===== src/rtl/count_down_timer_ex.sv =====
// count_down_timer_ex: BCD countdown timer with pause/resume, auto-repeat, ring auto-timeout,
// one-cycle expiry pulse and preset saturation. Define TIMER_WARN_EN to enable the warn output.
module count_down_timer_ex #(
  parameter int unsigned CLK_HZ    = 50_000_000,
  parameter int unsigned RING_SECS = 10,
  parameter int unsigned WARN_SECS = 10
) (
  input  logic       clk,
  input  logic       rst,
  input  logic       set,
  input  logic       play,
  input  logic       stop,
  input  logic       repeat_mode,
  input  logic [7:0] hour_bcd_in,
  input  logic [7:0] minute_bcd_in,
  input  logic [7:0] second_bcd_in,
  output logic [7:0] hour_out_bcd,
  output logic [7:0] minute_out_bcd,
  output logic [7:0] second_out_bcd,
  output logic       counting,
  output logic       ring,
  output logic       expired,
  output logic       warn
);

  // state | meaning
  // IDLE  | preset loaded, not counting
  // RUN   | counting down, prescaler advancing
  // PAUSE | counting suspended, prescaler held for sub-second resume
  // RING  | expired without repeat, display 00:00:00, ring may be active

  localparam int PW = (CLK_HZ > 1) ? $clog2(CLK_HZ) : 1;
  localparam int RW = (RING_SECS > 1) ? $clog2(RING_SECS + 1) : 1;
  localparam bit RING_AUTO = (RING_SECS != 0);

  if (CLK_HZ < 2 || WARN_SECS < 1 || WARN_SECS > 59) begin : g_param_check
    $error("count_down_timer_ex: CLK_HZ must be >= 2 and WARN_SECS within 1..59");
  end

  typedef enum logic [1:0] {
    ST_IDLE  = 2'd0,
    ST_RUN   = 2'd1,
    ST_PAUSE = 2'd2,
    ST_RING  = 2'd3
  } state_e;

  function automatic logic [7:0] clamp_digits(input logic [7:0] v);
    logic [3:0] tens, ones;
    tens = (v[7:4] > 4'd9) ? 4'd9 : v[7:4];
    ones = (v[3:0] > 4'd9) ? 4'd9 : v[3:0];
    return {tens, ones};
  endfunction

  function automatic logic [7:0] clamp_59(input logic [7:0] v);
    logic [7:0] c;
    c = clamp_digits(v);
    return (c[7:4] > 4'd5) ? 8'h59 : c;
  endfunction

  function automatic logic [7:0] dec2(input logic [7:0] v, input logic [7:0] wrap);
    if (v[3:0] != 4'd0) begin
      return {v[7:4], v[3:0] - 4'd1};
    end else if (v[7:4] != 4'd0) begin
      return {v[7:4] - 4'd1, 4'd9};
    end else begin
      return wrap;
    end
  endfunction

  // One-second BCD decrement with borrow through minutes into hours.
  function automatic logic [23:0] dec_time(input logic [23:0] t);
    logic [7:0] hh, mm, ss;
    hh = t[23:16];
    mm = t[15:8];
    ss = t[7:0];
    if (ss == 8'h00) begin
      if (mm == 8'h00) begin
        hh = dec2(hh, 8'h00);
      end
      mm = dec2(mm, 8'h59);
    end
    ss = dec2(ss, 8'h59);
    return {hh, mm, ss};
  endfunction

  state_e        state_q, state_d;
  logic [23:0]   preset_q, preset_d;
  logic [23:0]   time_q, time_d;
  logic [PW-1:0] presc_q, presc_d, presc_inc;
  logic [RW-1:0] ring_cnt_q, ring_cnt_d, ring_cnt_inc;
  logic          ring_q, ring_d;
  logic          expired_q, expired_d;
  logic          counting_q;
  logic          warn_q, warn_d;
  logic          tick, last_sec, ring_hit;
  logic [23:0]   preset_sat, time_dec;

  assign preset_sat   = {clamp_digits(hour_bcd_in), clamp_59(minute_bcd_in), clamp_59(second_bcd_in)};
  assign time_dec     = dec_time(time_q);
  assign tick         = (presc_q == PW'(CLK_HZ - 1));
  assign presc_inc    = tick ? '0 : presc_q + PW'(1);
  assign last_sec     = (time_q == 24'h00_00_01);
  assign ring_cnt_inc = ring_cnt_q + RW'(1);
  assign ring_hit     = RING_AUTO && (ring_cnt_inc == RW'(RING_SECS));

  always_comb begin
    state_d    = state_q;
    preset_d   = preset_q;
    time_d     = time_q;
    presc_d    = presc_q;
    ring_d     = ring_q;
    ring_cnt_d = ring_cnt_q;
    expired_d  = 1'b0;

    if (set) begin
      preset_d = preset_sat;
      time_d   = preset_sat;
      presc_d  = '0;
      ring_d   = 1'b0;
      state_d  = ST_IDLE;
    end else begin
      unique case (state_q)
        ST_IDLE: begin
          if (!stop && play && time_q != 24'h0) begin
            state_d = ST_RUN;
          end
        end

        ST_RUN: begin
          if (stop) begin
            state_d = ST_PAUSE;
          end else begin
            presc_d = presc_inc;
            if (tick) begin
              if (last_sec) begin
                expired_d  = 1'b1;
                ring_d     = 1'b1;
                ring_cnt_d = '0;
                if (repeat_mode) begin
                  time_d = preset_q;
                end else begin
                  time_d  = 24'h0;
                  state_d = ST_RING;
                end
              end else begin
                time_d = time_dec;
                // Ring from an earlier repeat expiry times out on the shared prescaler.
                if (ring_q && RING_AUTO) begin
                  ring_cnt_d = ring_cnt_inc;
                  if (ring_hit) ring_d = 1'b0;
                end
              end
            end
          end
        end

        ST_PAUSE: begin
          if (stop) begin
            time_d  = preset_q;
            presc_d = '0;
            ring_d  = 1'b0;
            state_d = ST_IDLE;
          end else if (play) begin
            state_d = ST_RUN;
          end
        end

        ST_RING: begin
          if (stop) begin
            ring_d  = 1'b0;
            time_d  = preset_q;
            presc_d = '0;
            state_d = ST_IDLE;
          end else if (play) begin
            ring_d  = 1'b0;
            time_d  = preset_q;
            presc_d = '0;
            state_d = (preset_q != 24'h0) ? ST_RUN : ST_IDLE;
          end else if (ring_q) begin
            presc_d = presc_inc;
            if (tick && RING_AUTO) begin
              ring_cnt_d = ring_cnt_inc;
              if (ring_hit) ring_d = 1'b0;
            end
          end
        end

        default: state_d = ST_IDLE;
      endcase
    end
  end

`ifdef TIMER_WARN_EN
  logic [7:0] ss_bin_d;
  logic       in_window;

  assign ss_bin_d  = 8'(time_d[7:4]) * 8'd10 + 8'(time_d[3:0]);
  assign in_window = (time_d[23:8] == 16'h0) && (ss_bin_d != 8'd0) && (ss_bin_d <= 8'(WARN_SECS));

  always_comb begin
    warn_d = 1'b0;
    if (expired_d) begin
      warn_d = 1'b0;
    end else if (state_d == ST_PAUSE) begin
      warn_d = warn_q;
    end else if (state_d == ST_RUN) begin
      warn_d = in_window;
    end
  end
`else
  assign warn_d = 1'b0;
`endif

  always_ff @(posedge clk) begin
    if (rst) begin
      state_q    <= ST_IDLE;
      preset_q   <= '0;
      time_q     <= '0;
      presc_q    <= '0;
      ring_q     <= 1'b0;
      ring_cnt_q <= '0;
      expired_q  <= 1'b0;
      counting_q <= 1'b0;
      warn_q     <= 1'b0;
    end else begin
      state_q    <= state_d;
      preset_q   <= preset_d;
      time_q     <= time_d;
      presc_q    <= presc_d;
      ring_q     <= ring_d;
      ring_cnt_q <= ring_cnt_d;
      expired_q  <= expired_d;
      counting_q <= (state_d == ST_RUN);
      warn_q     <= warn_d;
    end
  end

  assign hour_out_bcd   = time_q[23:16];
  assign minute_out_bcd = time_q[15:8];
  assign second_out_bcd = time_q[7:0];
  assign counting       = counting_q;
  assign ring           = ring_q;
  assign expired        = expired_q;
  assign warn           = warn_q;

endmodule


===== config.mk =====
export PLATFORM = sky130hd
export DESIGN_NAME = count_down_timer_ex
export DESIGN_NICKNAME = d
export VERILOG_FILES = /design/src/rtl/count_down_timer_ex.sv
export SDC_FILE = /design/constraint.sdc
export NUM_CORES = 1
export LEC_CHECK = 0
export CORE_ASPECT_RATIO = 0.9
export CORE_UTILIZATION = 51
export CTS_CLUSTER_DIAMETER = 50
export DETAILED_ROUTE_END_ITERATION = 10
export PLACE_DENSITY = 0.79
export SLEW_MARGIN = 20
export SYNTH_ARGS = -nofsm -noshare
export SYNTH_HDL_FRONTEND = slang
export SYNTH_SLANG_ARGS = --single-unit
export TNS_END_PERCENT = 30

===== constraint.sdc =====
create_clock -name clk -period 2.15 [get_ports clk]
set_input_delay 0.5375 -clock clk [delete_from_list [all_inputs] [get_ports clk]]
set_output_delay 0.5375 -clock clk [all_outputs]
set_load 0.005 [all_outputs]

Word-level counts from Yosys, hierarchy flattened
Index checks and enable logic that the tools add are counted.
Cells by class
  add/sub/neg operators: 8
  $lt $le $gt $ge: 8
  equality and inequality tests: 25
  mux-type cells: 66
  bitwise gates (word level): 3
  reductions and logical operators: 28
Operators by type and width (number)
  2-to-1 mux 24 bit: 8
  2-to-1 mux 26 bit: 6
  2-to-1 mux 8 bit: 11
  case mux 26 bit (3 select lines): 1
  case mux 24 bit (3 select lines): 1
  2-to-1 mux 4 bit: 14
  nonzero test 24 bit: 2
  != test 4 bit, second input constant: 7
  nonzero test 4 bit: 7
  adder 26 x 1 -> 26 bit, second input constant: 1
  equality test 26 bit, second input constant: 1
  equality test 24 x 1 -> 1 bit, second input constant: 1
  greater-than comparator 4 bit, second input constant: 6
  subtractor 4 x 1 -> 4 bit, second input constant: 6
  2-to-1 mux 2 bit: 10
  zero test 8 bit: 2
  != test 2 bit, second input constant: 7
  AND reduction 7 bit: 2
  2-to-1 mux 1 bit: 12
  != test 3 bit, second input constant: 4
  AND reduction 6 bit: 2
  AND reduction 9 bit: 1
  greater-than comparator 4 x 3 -> 1 bit, second input constant: 2
  case mux 2 bit (4 select lines): 1
  other kinds (17): 23
Storage, ports and cells
  register bits: 83
  bits of input ports: 30
  output and inout bits: 28
  logic and storage cells: 151

Longest topological paths before layout
  depth after elaboration: 10
  depth in mapped cells: 8

Worst setup path after synthesis
Ideal clock, no wire load.
  kind: reg2reg
  start point: register time_q[4]
  end point: register counting_q (netlist: counting)
  library setup time: 0.119 ns
  arrival time: 1.953 ns
  data required time: 2.031 ns
  setup slack: 0.078 ns
  cell stages (with the launch flop): 9
  path buffers: 1
  path through: dfxtp_1 -> inv_1 -> ha_1 -> nor3b_4 -> and4_1 -> buf_4 -> nand2_4 -> o41a_1 -> o221a_1
Between the ends
  cells in the longest elaborated chain, start to end: 7
  elaborated cells on any way between the ends: 10
  classes of those cells: eq/ne (2); mux (6); reduce/logical (2)
RTL lines
  from (decl): RTL line 88  | logic [23:0] time_q, time_d;
  from (signal assigned): RTL line 228  | time_q <= time_d;
  equality test 24 x 1 -> 1 bit: RTL line 102  | assign last_sec = (time_q == 24'h00_00_01);
  2-to-1 mux 2 bit: RTL line 135  | if (last_sec) begin
  2-to-1 mux 2 bit: RTL line 134  | if (tick) begin
  2-to-1 mux 2 bit: RTL line 130  | if (stop) begin
  case mux 2 bit (4 select lines) (*): RTL line 122  | unique case (state_q)
  2-to-1 mux 2 bit (*): RTL line 115  | if (set) begin
  equality test 2 x 1 -> 1 bit (*): RTL line 233  | counting_q <= (state_d == ST_RUN);
  to (signal assigned): RTL line 233
  to (decl): RTL line 93  | logic counting_q;
Mark *: on every way between the ends. The rest lies on a longest branch, timed or not.
A chain may end at the register's enable or synchronous reset.

Final worst setup path
  start point: register time_q[4]
  end point: register time_q[2]
Between the ends
  cells in the longest elaborated chain, start to end: 6
RTL lines (RTL line)
  equality test 24 x 1 -> 1 bit: 102
  2-to-1 mux 24 bit: 135
  2-to-1 mux 24 bit: 134
  2-to-1 mux 24 bit: 130
  case mux 24 bit (3 select lines): 122
  2-to-1 mux 24 bit: 115
No other way between the ends. The select of a mux whose other input is x is not followed.

==> qor.yml <==
synth_top_cell_by_area: "dfxtp_1"
cts_inserted_buffers: 9
status: "complete, but fails checks"
layout-drive-gt1-share_pct: 21.15
critical_path_buf_inv_count: 3
skew_ns: 0.01046
cts.sinks: 83
fin_crit_ns: 2.297
port_buffers: 56
coreArea_sq_mm: 0.009125
cts-htree-levels: 3
ant_nets: 0
synth_top_area_share_pct: 34.72
gr-total-overflow: 0
cpPeakStageDelay_ns: 0.35
grt_usage_pct: 29.06
dp_hpwl_mm: 10.41
syn-num-nets: 620
cts_tree: "done"
final_util_pct: 69.51
cp_data_required_time_ns: 2.39
synth_edf_count: 0
rrSetupSlack_ns: -0.15
arrival_ns: 2.53
gp_congestion: 0.9031
rr_startpoint: "time_q[4]"
violations: "negative setup slack"
cts-root-buf: "clkbuf_8"
crit_chain: "inv_1 > ha_1 > nor3b_4 > buf_6 > nand4_4 > o32ai_4 > buf_6 > a32oi_1 > a311oi_1"
fp.dieH_um: 93.90
postCtsHoldBufs: 0
yosysMostFrequentCell: "dfxtp_1"
cp_common_cell: "buf_6"
rsz0062_at_grt: "yes"
cellPowerDensity_mw_per_mm2: 551.5
setup_viol: 3
netlist_area_sq_mm: 0.004786
fillCellCount: 709
crit_type: "flip-flop to flip-flop"
rows: 33
drc_errors: 0
first_global_vias: 4840
antennaDiodeCount: 0
crit_family: "compound AO/OA/AOI/OAI gates"
end_kind: "flip-flop"
vias_per_cell: 6.303
place_ws_ns: -0.4039
wl_mm: 14.67
grt_pass1_wl_mm: 22.91
finalWorstSetupSlack_ns: -0.1470
cpMaxStageDelayCell: "a311oi_1"
synthArstFlopShare_pct: 0
dieArea_sq_mm: 0.009776
hold_viol: 0
hold_start: "preset_q[5]"
fmax_mhz: 435.4
start_util_pct: 52.45
cts_buffer_depth: 2
ys_types: 82
synthCells: 584
hold_path_class: "flip-flop to flip-flop"
max-vdd-ir-drop_v: 0.0002832
power_leakage_nw: 2.263
fin_crit_sh_pct: 106.8
first_pass_iters: 5
vias: 5269
seqCellArea_sq_mm: 0.001665
ys.flop_type: "dfxtp_1"
synth_common_cells: "dfxtp_1, a21oi_1, nor2_1, o21ai_0, nand2_1"
whs_path_depth: 2
die-width_um: 104.1
area_growth_syn_to_layout_pct: 32.52
synthTopCellsByArea: "dfxtp_1, a21oi_1, nor2_1"
drt_iter0_markers: 465
io_pins: 58
crit_fanout: 10
ys_seq_elements: 83
rr_worst_depth: 9
seq_area_frac_synth_pct: 34.72
fin_nets: 745
antenna_found_initial: 0
clkTransAtPathRegs_ns: 0.08
cap_violations: 0
r2r-end: "time_q[2]"
grt_max_degree: 33
holdPathEnd: "preset_q[5]"
postSynthAreaPerCell_sq_um: 8.195
finalSetupTns_ns: -0.1617
slew_viol_final: 0
clk_latency_ns: 0.36
multi_input_area_sq_mm: 0.003017
crit_path_start_kind: "flip-flop"
routedWlPerCell_um: 17.54
yosys_warnings: 0
==> registers in the layout (all words and copies together) (netlist names) <==
register / count
presc_q: 26
time_q: 24
state_q: 2
ring: 1
expired: 1
counting: 1
preset_q: 24
ring_cnt_q: 4
==> metal layers <==
layer | vias up | track usage (%) | wire [um]
li1 | 2454 | - | -
met1 | 2482 | 38.01 | 6311
met2 | 293 | 47.44 | 6832
met3 | 40 | 6.172 | 1174
met4 | 0 | 10.36 | 348
met5 | - | 0 | 0
==> power breakdown <==
group / total [mW] / internal (mW) / switching, mW / leakage [nW]
Combinational: 0.756 / 0.383 / 0.373 / 1.50
Sequential: 1.66 / 1.59 / 0.0673 / 0.679
Clock: 1.08 / 0.485 / 0.596 / 0.0819
Total: 3.50 / 2.46 / 1.04 / 2.26
==> cell usage in the layout (no fill, tap or decap), types with 5 or more instances in the layout <==
cell / netlist / final
a21oi_1: 69 / 67
nand4_1: 15 / 15
nand2b_1: 15 / 15
clkdlybuf4s50_1: 0 / 54
a211oi_2: 2 / 6
nor3b_1: 5 / 5
o21ai_0: 36 / 31
nor4_1: 8 / 7
o21a_1: 6 / 6
inv_1: 20 / 20
nor2b_1: 11 / 11
nor3_1: 17 / 17
xor2_1: 6 / 6
xnor2_1: 10 / 10
a211oi_1: 13 / 9
nor2_1: 56 / 56
clkbuf_8: 0 / 11
or3_1: 8 / 7
ha_1: 6 / 6
a31oi_1: 8 / 8
a221oi_1: 9 / 8
and3_1: 6 / 5
nand2_1: 30 / 30
nand3_1: 18 / 18
dfxtp_1: 83 / 80
buf_4: 7 / 83
a311oi_1: 7 / 7
==> worst register-to-register path, delay by kind of cell, from the launching register on <==
family | cells | cell delay (ns)
adders and majority gates | 1 | 0.17
AOI/OAI and AO/OA | 3 | 0.75
buffers and inverters | 3 | 0.43
DFF | 1 | 0.32
and+or+nand+nor | 2 | 0.51
==> timing repair <==
item                                    CTS  global route
pin swaps                                 1            19
endpoints found under the setup margin   11            52
setup buffers                             0             5
gates resized for setup                   4            31
==> cells by family after synthesis <==
| group | synth area share [%] |
|---|---|
| other | 0.07836 |
| XOR/XNOR | 2.928 |
| flip-flops | 34.72 |
| buffers and inverters | 4.862 |
| multiplexers | 0.8366 |
| AO/OA/AOI/OAI | 27.82 |
| AND/OR/NAND/NOR | 27.19 |
| adder cells (fa/ha/maj) | 1.569 |
==> cell type report <==
type | instances | area share, %
clock buffer | 13 | 2.505
multi-input combinational | 450 | 47.56
inverter | 21 | 1.243
tap | 122 | 2.407
timing repair buffer | 144 | 19.67
clock inverter | 3 | 0.3551
sequential | 83 | 26.26
==> per-stage QoR <==
step / instance area (sq um) / instances / total power, mW / hold slack, ns
after CTS: 6175 / 831 / 3.450 / 0.4933
after detailed placement: 5983 / 815 / 2.394 / 0.4806
final: 6342 / 836 / 3.498 / 0.4963
after global placement: 5983 / 815 / 2.370 / 0.4741
after global routing: 6342 / 836 / 3.631 / 0.5154
after floorplan: 4786 / 584 / 2.058 / 0.4540
==> how the worst max path moves through the flow <==
stage | endpoint | slack (ns) | startpoint | cells past startpoint
4_1_cts | ring_cnt_q[3] | 0.002 | presc_q[22] | 5
3_5_place_dp | presc_q[22] | -0.40 | stop | 7
6_report | time_q[2] | -0.15 | time_q[4] | 9
5_1_grt | time_q[2] | -0.20 | time_q[4] | 9
2_1_floorplan | counting | 0.08 | time_q[4] | 8
3_3_place_gp | presc_q[25] | -0.35 | stop | 7
Note: power is estimated with default switching activity, not from simulation.
